**src/rtl/store_buffer.sv**
```systemverilog
// Store buffer: formats SB/SH/SW requests into byte-lane writes, queues them in a
// small FIFO, drains them to the data SRAM over req/gnt, and flags load hazards.
module store_buffer #(
    parameter int DEPTH = 2,
    parameter int PTR_W = $clog2(DEPTH),
    parameter int ALUOP_W = 8,
    parameter logic [ALUOP_W-1:0] OP_SB = ALUOP_W'(8'h38),
    parameter logic [ALUOP_W-1:0] OP_SH = ALUOP_W'(8'h39),
    parameter logic [ALUOP_W-1:0] OP_SW = ALUOP_W'(8'h3A)
) (
    input  logic               cpu_clk_50M,
    input  logic               cpu_rst_n,
    input  logic               st_valid_i,
    input  logic [ALUOP_W-1:0] st_aluop_i,
    input  logic [31:0]        st_addr_i,
    input  logic [31:0]        st_din_i,
    input  logic               flush_i,
    input  logic               ld_valid_i,
    input  logic [31:0]        ld_addr_i,
    output logic               st_stall_o,
    output logic               ld_stall_o,
    output logic               ades_o,
    output logic [31:0]        badvaddr_o,
    output logic               sram_req_o,
    output logic [31:0]        sram_addr_o,
    output logic [3:0]         sram_wen_o,
    output logic [31:0]        sram_wdata_o,
    input  logic               sram_gnt_i,
    output logic               empty_o
);

    localparam int CNT_W = PTR_W + 1;

    logic [DEPTH-1:0] entry_vld_q, entry_vld_d;
    logic [29:0]      entry_addr_q  [DEPTH];
    logic [29:0]      entry_addr_d  [DEPTH];
    logic [3:0]       entry_wen_q   [DEPTH];
    logic [3:0]       entry_wen_d   [DEPTH];
    logic [31:0]      entry_wdata_q [DEPTH];
    logic [31:0]      entry_wdata_d [DEPTH];
    logic [PTR_W-1:0] head_q, head_d, tail_q, tail_d;
    logic [CNT_W-1:0] count_q, count_d;

    logic        is_sb, is_sh, is_sw, misaligned, full, push, pop, ld_hit;
    logic [3:0]  fmt_wen;
    logic [31:0] fmt_wdata;
    logic        ld_lo_unused;

    assign ld_lo_unused = ^ld_addr_i[1:0];

    assign is_sb      = (st_aluop_i == OP_SB);
    assign is_sh      = (st_aluop_i == OP_SH);
    assign is_sw      = (st_aluop_i == OP_SW);
    assign misaligned = (is_sh & st_addr_i[0]) | (is_sw & (st_addr_i[1:0] != 2'b00));
    assign full       = (count_q == CNT_W'(DEPTH));

    assign ades_o     = st_valid_i & ~flush_i & misaligned;
    assign badvaddr_o = ades_o ? st_addr_i : 32'h0;
    assign st_stall_o = st_valid_i & full;

    // A full FIFO refuses the store even if the head is granted this cycle,
    // keeping the stall free of any path from sram_gnt_i.
    assign push = st_valid_i & ~flush_i & ~misaligned & ~full & (is_sb | is_sh | is_sw);
    assign pop  = (count_q != '0) & sram_gnt_i;

    always_comb begin
        fmt_wen   = 4'b0000;
        fmt_wdata = 32'h0;
        if (is_sb) begin
            fmt_wen   = 4'b0001 << st_addr_i[1:0];
            fmt_wdata = {4{st_din_i[7:0]}};
        end else if (is_sh) begin
            fmt_wen   = st_addr_i[1] ? 4'b1100 : 4'b0011;
            fmt_wdata = {2{st_din_i[15:0]}};
        end else if (is_sw) begin
            fmt_wen   = 4'b1111;
            fmt_wdata = st_din_i;
        end
    end

    always_comb begin
        ld_hit = 1'b0;
        for (int i = 0; i < DEPTH; i++) begin
            if (entry_vld_q[i] && (entry_addr_q[i] == ld_addr_i[31:2])) begin
                ld_hit = 1'b1;
            end
        end
    end

    assign ld_stall_o = ld_valid_i & ld_hit;

    // Head outputs are gated so an empty buffer presents all-zero SRAM signals.
    assign sram_req_o   = (count_q != '0);
    assign sram_addr_o  = sram_req_o ? {entry_addr_q[head_q], 2'b00} : 32'h0;
    assign sram_wen_o   = sram_req_o ? entry_wen_q[head_q] : 4'b0000;
    assign sram_wdata_o = sram_req_o ? entry_wdata_q[head_q] : 32'h0;
    assign empty_o      = (count_q == '0);

    always_comb begin
        entry_vld_d   = entry_vld_q;
        entry_addr_d  = entry_addr_q;
        entry_wen_d   = entry_wen_q;
        entry_wdata_d = entry_wdata_q;
        head_d        = head_q;
        tail_d        = tail_q;
        count_d       = count_q;
        if (pop) begin
            entry_vld_d[head_q] = 1'b0;
            head_d              = head_q + PTR_W'(1);
        end
        if (push) begin
            entry_vld_d[tail_q]   = 1'b1;
            entry_addr_d[tail_q]  = st_addr_i[31:2];
            entry_wen_d[tail_q]   = fmt_wen;
            entry_wdata_d[tail_q] = fmt_wdata;
            tail_d                = tail_q + PTR_W'(1);
        end
        case ({push, pop})
            2'b10:   count_d = count_q + CNT_W'(1);
            2'b01:   count_d = count_q - CNT_W'(1);
            default: count_d = count_q;
        endcase
    end

    always_ff @(posedge cpu_clk_50M) begin
        if (!cpu_rst_n) begin
            entry_vld_q <= '0;
            head_q      <= '0;
            tail_q      <= '0;
            count_q     <= '0;
            for (int i = 0; i < DEPTH; i++) begin
                entry_addr_q[i]  <= '0;
                entry_wen_q[i]   <= '0;
                entry_wdata_q[i] <= '0;
            end
        end else begin
            entry_vld_q   <= entry_vld_d;
            entry_addr_q  <= entry_addr_d;
            entry_wen_q   <= entry_wen_d;
            entry_wdata_q <= entry_wdata_d;
            head_q        <= head_d;
            tail_q        <= tail_d;
            count_q       <= count_d;
        end
    end

endmodule

```
**config.mk**
```make
export PLATFORM = sky130hd
export DESIGN_NAME = store_buffer
export DESIGN_NICKNAME = d
export VERILOG_FILES = /design/src/rtl/store_buffer.sv
export SDC_FILE = /design/constraint.sdc
export NUM_CORES = 1
export LEC_CHECK = 0
export ABC_AREA = 1
export BUFFER_PORTS_ARGS = -buffer_cell sky130_fd_sc_hd__buf_2
export CORE_MARGIN = 2
export CORE_UTILIZATION = 45
export DETAILED_ROUTE_END_ITERATION = 7
export PLACE_DENSITY = 0.68
export SLEW_MARGIN = 20
export SYNTH_ARGS = -nofsm -noshare
export SYNTH_HDL_FRONTEND = slang
export SYNTH_SLANG_ARGS = --single-unit
```
**constraint.sdc**
```tcl
create_clock -name cpu_clk_50M -period 4 [get_ports cpu_clk_50M]
set_clock_uncertainty 0.1 [all_clocks]
set_input_delay 0.6 -clock cpu_clk_50M [delete_from_list [all_inputs] [get_ports cpu_clk_50M]]
set_output_delay 0.6 -clock cpu_clk_50M [all_outputs]
set_load 0.02 [all_outputs]
```
==> results of run 1 <==
==> sequential cells by signal, indices dropped and copies added, names as in the netlist <==
signal / cells
entry_wdata_q: 64
tail_q: 1
head_q: 1
entry_wen_q: 8
count_q: 2
entry_vld_q: 2
entry_addr_q: 60
==> path summary, 6_finish.rpt <==
path         cells after the start           endpoint  slack [ns]              start
max                             12      badvaddr_o[5]        1.00      st_aluop_i[2]
min                              3   entry_addr_q[22]        0.33      st_addr_i[24]
max reg2reg                      8  entry_wdata_q[35]        1.82         count_q[0]
min reg2reg                      2  entry_wdata_q[14]        0.36  entry_wdata_q[14]
==> area by class of cell <==
type                       count  area [sq um]  share of cell area [%]
inverter                     160           602                    6.00
sequential                   138          2770                    27.6
tap                          229           287                    2.86
clock buffer                  19           453                    4.52
timing repair buffer         229          1220                    12.2
multi-input combinational    994          4540                    45.3
clock inverter                13           145                    1.45
antenna                        4          10.0                  0.0998
==> report_power, final <==
| part | leakage (nW) | internal, mW | switching [mW] | total (mW) |
|---|---|---|---|---|
| clock | 0.279 | 0.954 | 0.635 | 1.59 |
| combinational | 3.60 | 0.0780 | 0.162 | 0.240 |
| sequential | 1.11 | 1.38 | 0.00178 | 1.38 |
| total | 4.99 | 2.41 | 0.799 | 3.21 |
==> metal layers <==
metal | share of wire, % | vias up
met1 | 42 | 4366
met4 | 3.0 | 0
met2 | 46 | 430
li1 | - | 4801
met3 | 8.8 | 57
met5 | 0 | -
==> synth_stat cells <==
library cell  number  area, sq um
and3_1             1         6.26
buf_6              1         11.3
xnor2_1            6         52.6
o21ai_1            3         15.0
o21ai_0           80          400
nor2_4             4         45.0
ha_1               1         12.5
o211ai_2           1         12.5
buf_2             30          150
buf_1             12         45.0
clkbuf_1          57          214
xor2_1             6         52.6
o2111ai_1          2         17.5
nand2_2            4         25.0
conb_1             1         3.75
nand4_1           98          613
a21oi_1          140          701
inv_2              9         33.8
dfxtp_1          138         2760
nor2_1           179          672
inv_1            151          567
nand3_1          119          596
nand2_1          348         1310
buf_4              7         52.6
==> critical path: stages <==
cell and delay [ns]:
buf_2 0.10, inv_2 0.04, nand2_2 0.09, nor2_1 0.14, buf_4 0.22, nand3_1 0.11, nand2_1 0.15, inv_2 0.04
nor2_1 0.13, inv_2 0.29, nor2_1 0.19, buf_2 0.19
==> logic make-up after synthesis <==
| logic type | share of synthesized area [%] |
|---|---|
| AO/OA/AOI/OAI | 13.7 |
| buffers and inverters | 12.8 |
| AND/OR/NAND/NOR | 39.0 |
| XOR/XNOR | 1.26 |
| flip-flops | 33.0 |
| other | 0.0448 |
| adder cells (fa/ha/maj) | 0.150 |
==> per-stage QoR <==
step	setup slack [ns]	hold slack, ns
6_report	1.00	0.332
5_1_grt	0.753	0.343
4_1_cts	1.03	0.326
3_5_place_dp	1.04	0.354
3_3_place_gp	1.11	0.350
2_1_floorplan	1.28	0.340
==> cells in the final DEF, fill, tap and decap left out, drive strengths merged <==
cell / synthesis / final
clkbuf: 57 / 19
and3: 1 / 1
inv: 160 / 160
nand3: 119 / 119
xor2: 6 / 6
dfxtp: 138 / 138
clkinv: 0 / 6
nand2: 352 / 352
nand4: 98 / 98
o2111ai: 2 / 2
nor2: 183 / 183
a21oi: 140 / 140
diode: 0 / 4
xnor2: 6 / 6
bufinv: 0 / 2
buf: 50 / 229
conb: 1 / 2
ha: 1 / 1
o211ai: 1 / 1
clkinvlp: 0 / 5
o21ai: 83 / 83
==> qor.yml, run 1 <==
sta:
  fin_crit_sh_pct: 75.0
  setup-violations-final: 0
  timing.fmax_mhz: 333
  rsz0062_at_grt: "no"
  tns_ns: 0
  max_slew_margin_pct: 39.1
  hold_viol_final: 0
  worst_pin_slew_ns: 0.914
  finalCriticalPeriod_ns: 3.00
  finalMaxSlewViolations: 0
flow_run:
  maxCapViolCount: 0
routing:
  drc_errors: 0
  ant_nets: 0
  num_vias: 9654
  wire_per_inst_microns: 16.2
  drt-pass1-iter-count: 6
  viasPerCell: 5.41
  initialDrtViolationCount: 771
  drt_wl_total_microns: 29000
global_route:
  gr-usage-met2_pct: 45.9
  grt_pass1_wl_microns: 44900
  grt_pass1_vias: 8644
  grt_busiest_layer: "met2"
  grtUsageTotal_pct: 28.6
  gr-total-overflow: 0
  use_met1_pct: 37.6
  grt_max_degree: 155
  met3_usage_pct: 6.02
  antenna_found_initial: 0
cts:
  post_cts_buffers: 0
  cts_root_buffer: "clkbuf_16"
  cts_tree: "done"
  numClockSinks: 138
  cts_buffer_depth: 2
  path_clk_slew_ns: 0.06
  clk_latency_ns: 0.42
  htreeDepth: 4
  cts_inserted_buffers: 17
  postCtsHoldBufs: 0
  cts.repair.resized: 0
critical_path:
  worst_ep_required_time_ns: 3.30
  critPathMaxFanout: 32
  crit_arrival_ns: 2.30
  critPathKind: "in2out"
  end_kind: "output pin"
  cp-start-kind: "input pin"
finish:
  fin_cells: 1786
  drive_gt1_share_pct: 18.4
  fin_util_pct: 55.5
  nNetsFinal: 1651
  nFillCells: 1902
  area_delta_synth_final_pct: 19.9
  final_cell_area_sq_um: 10000
pwr:
  p_per_area_nw_per_um2: 320
  ir_drop_v: 0.000301
  leakagePower_nw: 4.99
  power_mw: 3.21
die:
  row_count: 49
  core_sq_um: 18100
  die_h_microns: 140
  die_area_sq_um: 19700
  initial_core_util_pct: 46.3
  io_pins: 215
  die_w_microns: 140
place:
  place.gp.congestion: 0.954
  dpl_cell_area_sq_um: 9420
  port_buffers: 210
  dp_cells: 1750
  place_hpwl_microns: 19000
synthesis:
  synth.avg_cell_area_sq_um: 5.98
  yosys_warnings: 0
  syn_inst: 1398
  ys_ff_latch: 138
  ys_seq_area_share_pct: 33.0
  synth_area_sq_um: 8370
  yosysUniqueCellTypes: 24
hold_path:
  hold_class: "in2reg"
outcome:
  status: "finished, final reports clean"
Note: power is estimated with default switching activity, not from simulation.
==> run 2, diff against run 1 <==
--- a/config.mk
+++ b/config.mk
@@ -10,7 +10,7 @@
 export CORE_MARGIN = 2
 export CORE_UTILIZATION = 45
 export DETAILED_ROUTE_END_ITERATION = 7
-export PLACE_DENSITY = 0.68
+export PLACE_DENSITY = 0.7
 export SLEW_MARGIN = 20
 export SYNTH_ARGS = -nofsm -noshare
 export SYNTH_HDL_FRONTEND = slang
==> constraint.sdc (replaced) <==
create_clock -name cpu_clk_50M -period 2.5 [get_ports cpu_clk_50M]
set_clock_uncertainty 0.1 [all_clocks]
set_input_delay 0.375 -clock cpu_clk_50M [delete_from_list [all_inputs] [get_ports cpu_clk_50M]]
set_output_delay 0.375 -clock cpu_clk_50M [all_outputs]
set_load 0.02 [all_outputs]
==> run 2 against run 1 <==
Net effect: non-clock buffer count up 9; first-iteration DRC count rose by 7.7%; sequential power up 60%; utilization grew 0.93 points; sequential share of layout area decreased by 0.45 points; critical path depth down 1; clock-buffer cell count is 1 higher; critical path type is now reg2out; critical endpoint is now ld_stall_o; largest cell class unchanged.
==> qor.yml, run 2 (synthesis gave the netlist of run 1 again) <==
pwr:
  power_frac_seq_pct: 42.4  # -0.6 points
  power_mw: 5.20  # +62%
  leakagePower_nw: 5.08  # +1.8%
  switching_power_mw: 1.25  # +56%
  comb_power_share_pct: 7.6  # about the same
  ir_drop_v: 0.000452  # +50%
  swShare_pct: 24.0  # -0.88 points
  intPower_mw: 3.95  # +64%
  pwr-share-clk_pct: 50.0  # +0.5 points
  p_per_area_nw_per_um2: 510  # +60%
global_route:
  gr-total-overflow: 0  # unchanged
  grt_pass1_vias: 8610  # -0.39%
  grt_pass1_wl_microns: 45100  # +0.41%
  grtUsageTotal_pct: 28.7  # +0.17 points
  grt_max_degree: 71  # -54%
  antenna_found_initial: 4  # +4
sta:
  setup-violations-final: 0  # unchanged
  fin_crit_sh_pct: 95.1
  finalMaxSlewViolations: 0  # unchanged
  finalCriticalPeriod_ns: 2.38
  hold_viol_final: 0  # unchanged
  layout_setup_ws_ns: 0.123  # -0.878 ns
  worst_pin_slew_ns: 0.902  # -0.0115 ns
  hold_ws_ns: 0.117  # -0.214 ns
  tns_ns: 0  # unchanged
  rsz0062_at_grt: "no"
  timing.fmax_mhz: 421
  max_slew_margin_pct: 39.8  # +0.77 points
critical_path:
  cp_num_buf_inv: 2  # -4
  cp_top_family: "simple AND/OR/NAND/NOR gates"
  crit_slowest_cell: "dfxtp_1"
  critPathMaxFanout: 3  # -91%
  cp_cell_sequence: "inv_1, nand2_1, o21ai_0, nor2_1, nand2_1, nor2_1, nand2_1, nor2_1, nor2_1, nor2_1, buf_2"
  worst_ep_required_time_ns: 2.03  # -1.27 ns
  path_common_cell: "nor2_1"
  r2r.worst_path.cells: 10  # +2
  critPathKind: "reg2out"
  cp-start-kind: "flip-flop"
  crit_cells: 11  # -1
  crit_arrival_ns: 1.90  # -0.40 ns
  end_kind: "output pin"
  max_stage_delay_ns: 0.40  # +0.11 ns
finish:
  multi_input_area_sq_um: 4540  # unchanged
  area_delta_synth_final_pct: 21.9
  regMostFlops: "entry_wdata_q"
  nNetsFinal: 1660  # +0.55%
  largest_registers: "entry_wdata_q: 64 flops, entry_addr_q: 60 flops, entry_wen_q: 8 flops"
  largest_reg_flops: 64  # unchanged
  seqCellArea_sq_um: 2770  # unchanged
  drive_gt1_share_pct: 18.7  # +0.35 points
  final_cell_mix: "nand2_1, buf_2, nor2_1"
  nFillCells: 1832  # -3.7%
  final_common_cell: "nand2_1"
die:
  die_h_microns: 140  # unchanged
  io_pins: 215  # unchanged
  die_area_sq_um: 19700  # unchanged
  initial_core_util_pct: 46.3  # unchanged
  row_count: 49  # unchanged
  core_sq_um: 18100  # unchanged
  die_w_microns: 140  # unchanged
cts:
  numClockSinks: 138  # unchanged
  cts_inserted_buffers: 17  # unchanged
  htreeDepth: 4  # unchanged
  postCtsHoldBufs: 0  # unchanged
  path_clk_slew_ns: 0.06  # about the same
  cts_tree: "done"
  cts_buffer_depth: 2  # unchanged
  clk_latency_ns: 0.42  # about the same
  cts_root_buffer: "clkbuf_16"
flow_run:
  maxCapViolCount: 0  # unchanged
routing:
  wire_per_inst_microns: 16.2  # -0.16%
  drt_wl_total_microns: 29000  # +0.12%
  initialDrtViolationCount: 830  # +7.7%
  drt-pass1-iter-count: 6  # unchanged
  num_vias: 9656  # +0.021%
  ant_nets: 0  # unchanged
  viasPerCell: 5.39  # -0.26%
  drc_errors: 0  # unchanged
hold_path:
  hold_class: "in2reg"
  hold_depth: 3  # unchanged
place:
  port_buffers: 210  # unchanged
  place_hpwl_microns: 19500  # +2.7%
  pre_cts_slack_ns: 0.150  # -0.886 ns
  place.gp.congestion: 0.943  # -1.1%
outcome:
  status: "finished, final reports clean"
[run 2: through the flow]
| stage | cell area (sq um) | util (%) | instances |
|---|---|---|---|
| floorplan | 8370 | - | 1399 |
| global placement | 9590 | 53.0 | 1759 |
| detailed placement | 9590 | 53.0 | 1759 |
| CTS | 10200 | 56.4 | 1790 |
| global route | 10200 | 56.4 | 1791 |
| finish | 10200 | 56.4 | 1791 |
[run 2: worst paths after layout]
path                 endpoint  slack (ns)        startpoint
max                ld_stall_o        0.12  entry_addr_q[25]
min          entry_addr_q[11]        0.12     st_addr_i[13]
max reg2reg        count_q[1]        0.54        count_q[0]
min reg2reg    entry_wen_q[1]        0.36    entry_wen_q[1]
[run 2: layout make-up]
| type | instances | area share [%] |
|---|---|---|
| inverters | 160 | 5.93 |
| diodes | 1 | 0.0245 |
| multi-input cells | 994 | 44.6 |
| clock buffers | 20 | 4.48 |
| clock inverters | 11 | 1.44 |
| repair buffers | 238 | 13.7 |
| well taps | 229 | 2.81 |
| flip-flops and latches | 138 | 27.1 |
[run 2: worst register-to-register path, cell delays in order, from the launching register on]
cell,delay [ns]
dfxtp_1,0.43
nor2_1,0.11
nor2_4,0.10
nand3_1,0.12
nor2_4,0.14
inv_2,0.05
ha_1,0.32
a21oi_1,0.11
o21ai_0,0.11
o21ai_0,0.19
a21oi_1,0.06
[run 2: what timing repair did]
action,CTS,global route
endpoints found under the setup margin,0,32
gates resized for setup,0,2
setup buffers,0,0
[run 2: power groups by stage]
stage                     Combinational (mW)  Clock [mW]  Sequential, mW
after floorplan                        0.195           0            2.25
after global placement                 0.388           0            2.25
after detailed placement               0.387           0            2.25
final                                  0.395        2.60            2.21
after global routing                   0.432        2.75            2.20
after CTS                              0.389        2.63            2.21
[run 2: per-layer routing]
metal	global-route usage [%]	share of wire (%)	vias to the layer above
li1	-	-	4817
met1	38.1	43	4330
met2	47.3	47	453
met3	5.50	8.4	52
met4	9.09	2.4	4
met5	0	0.097	-
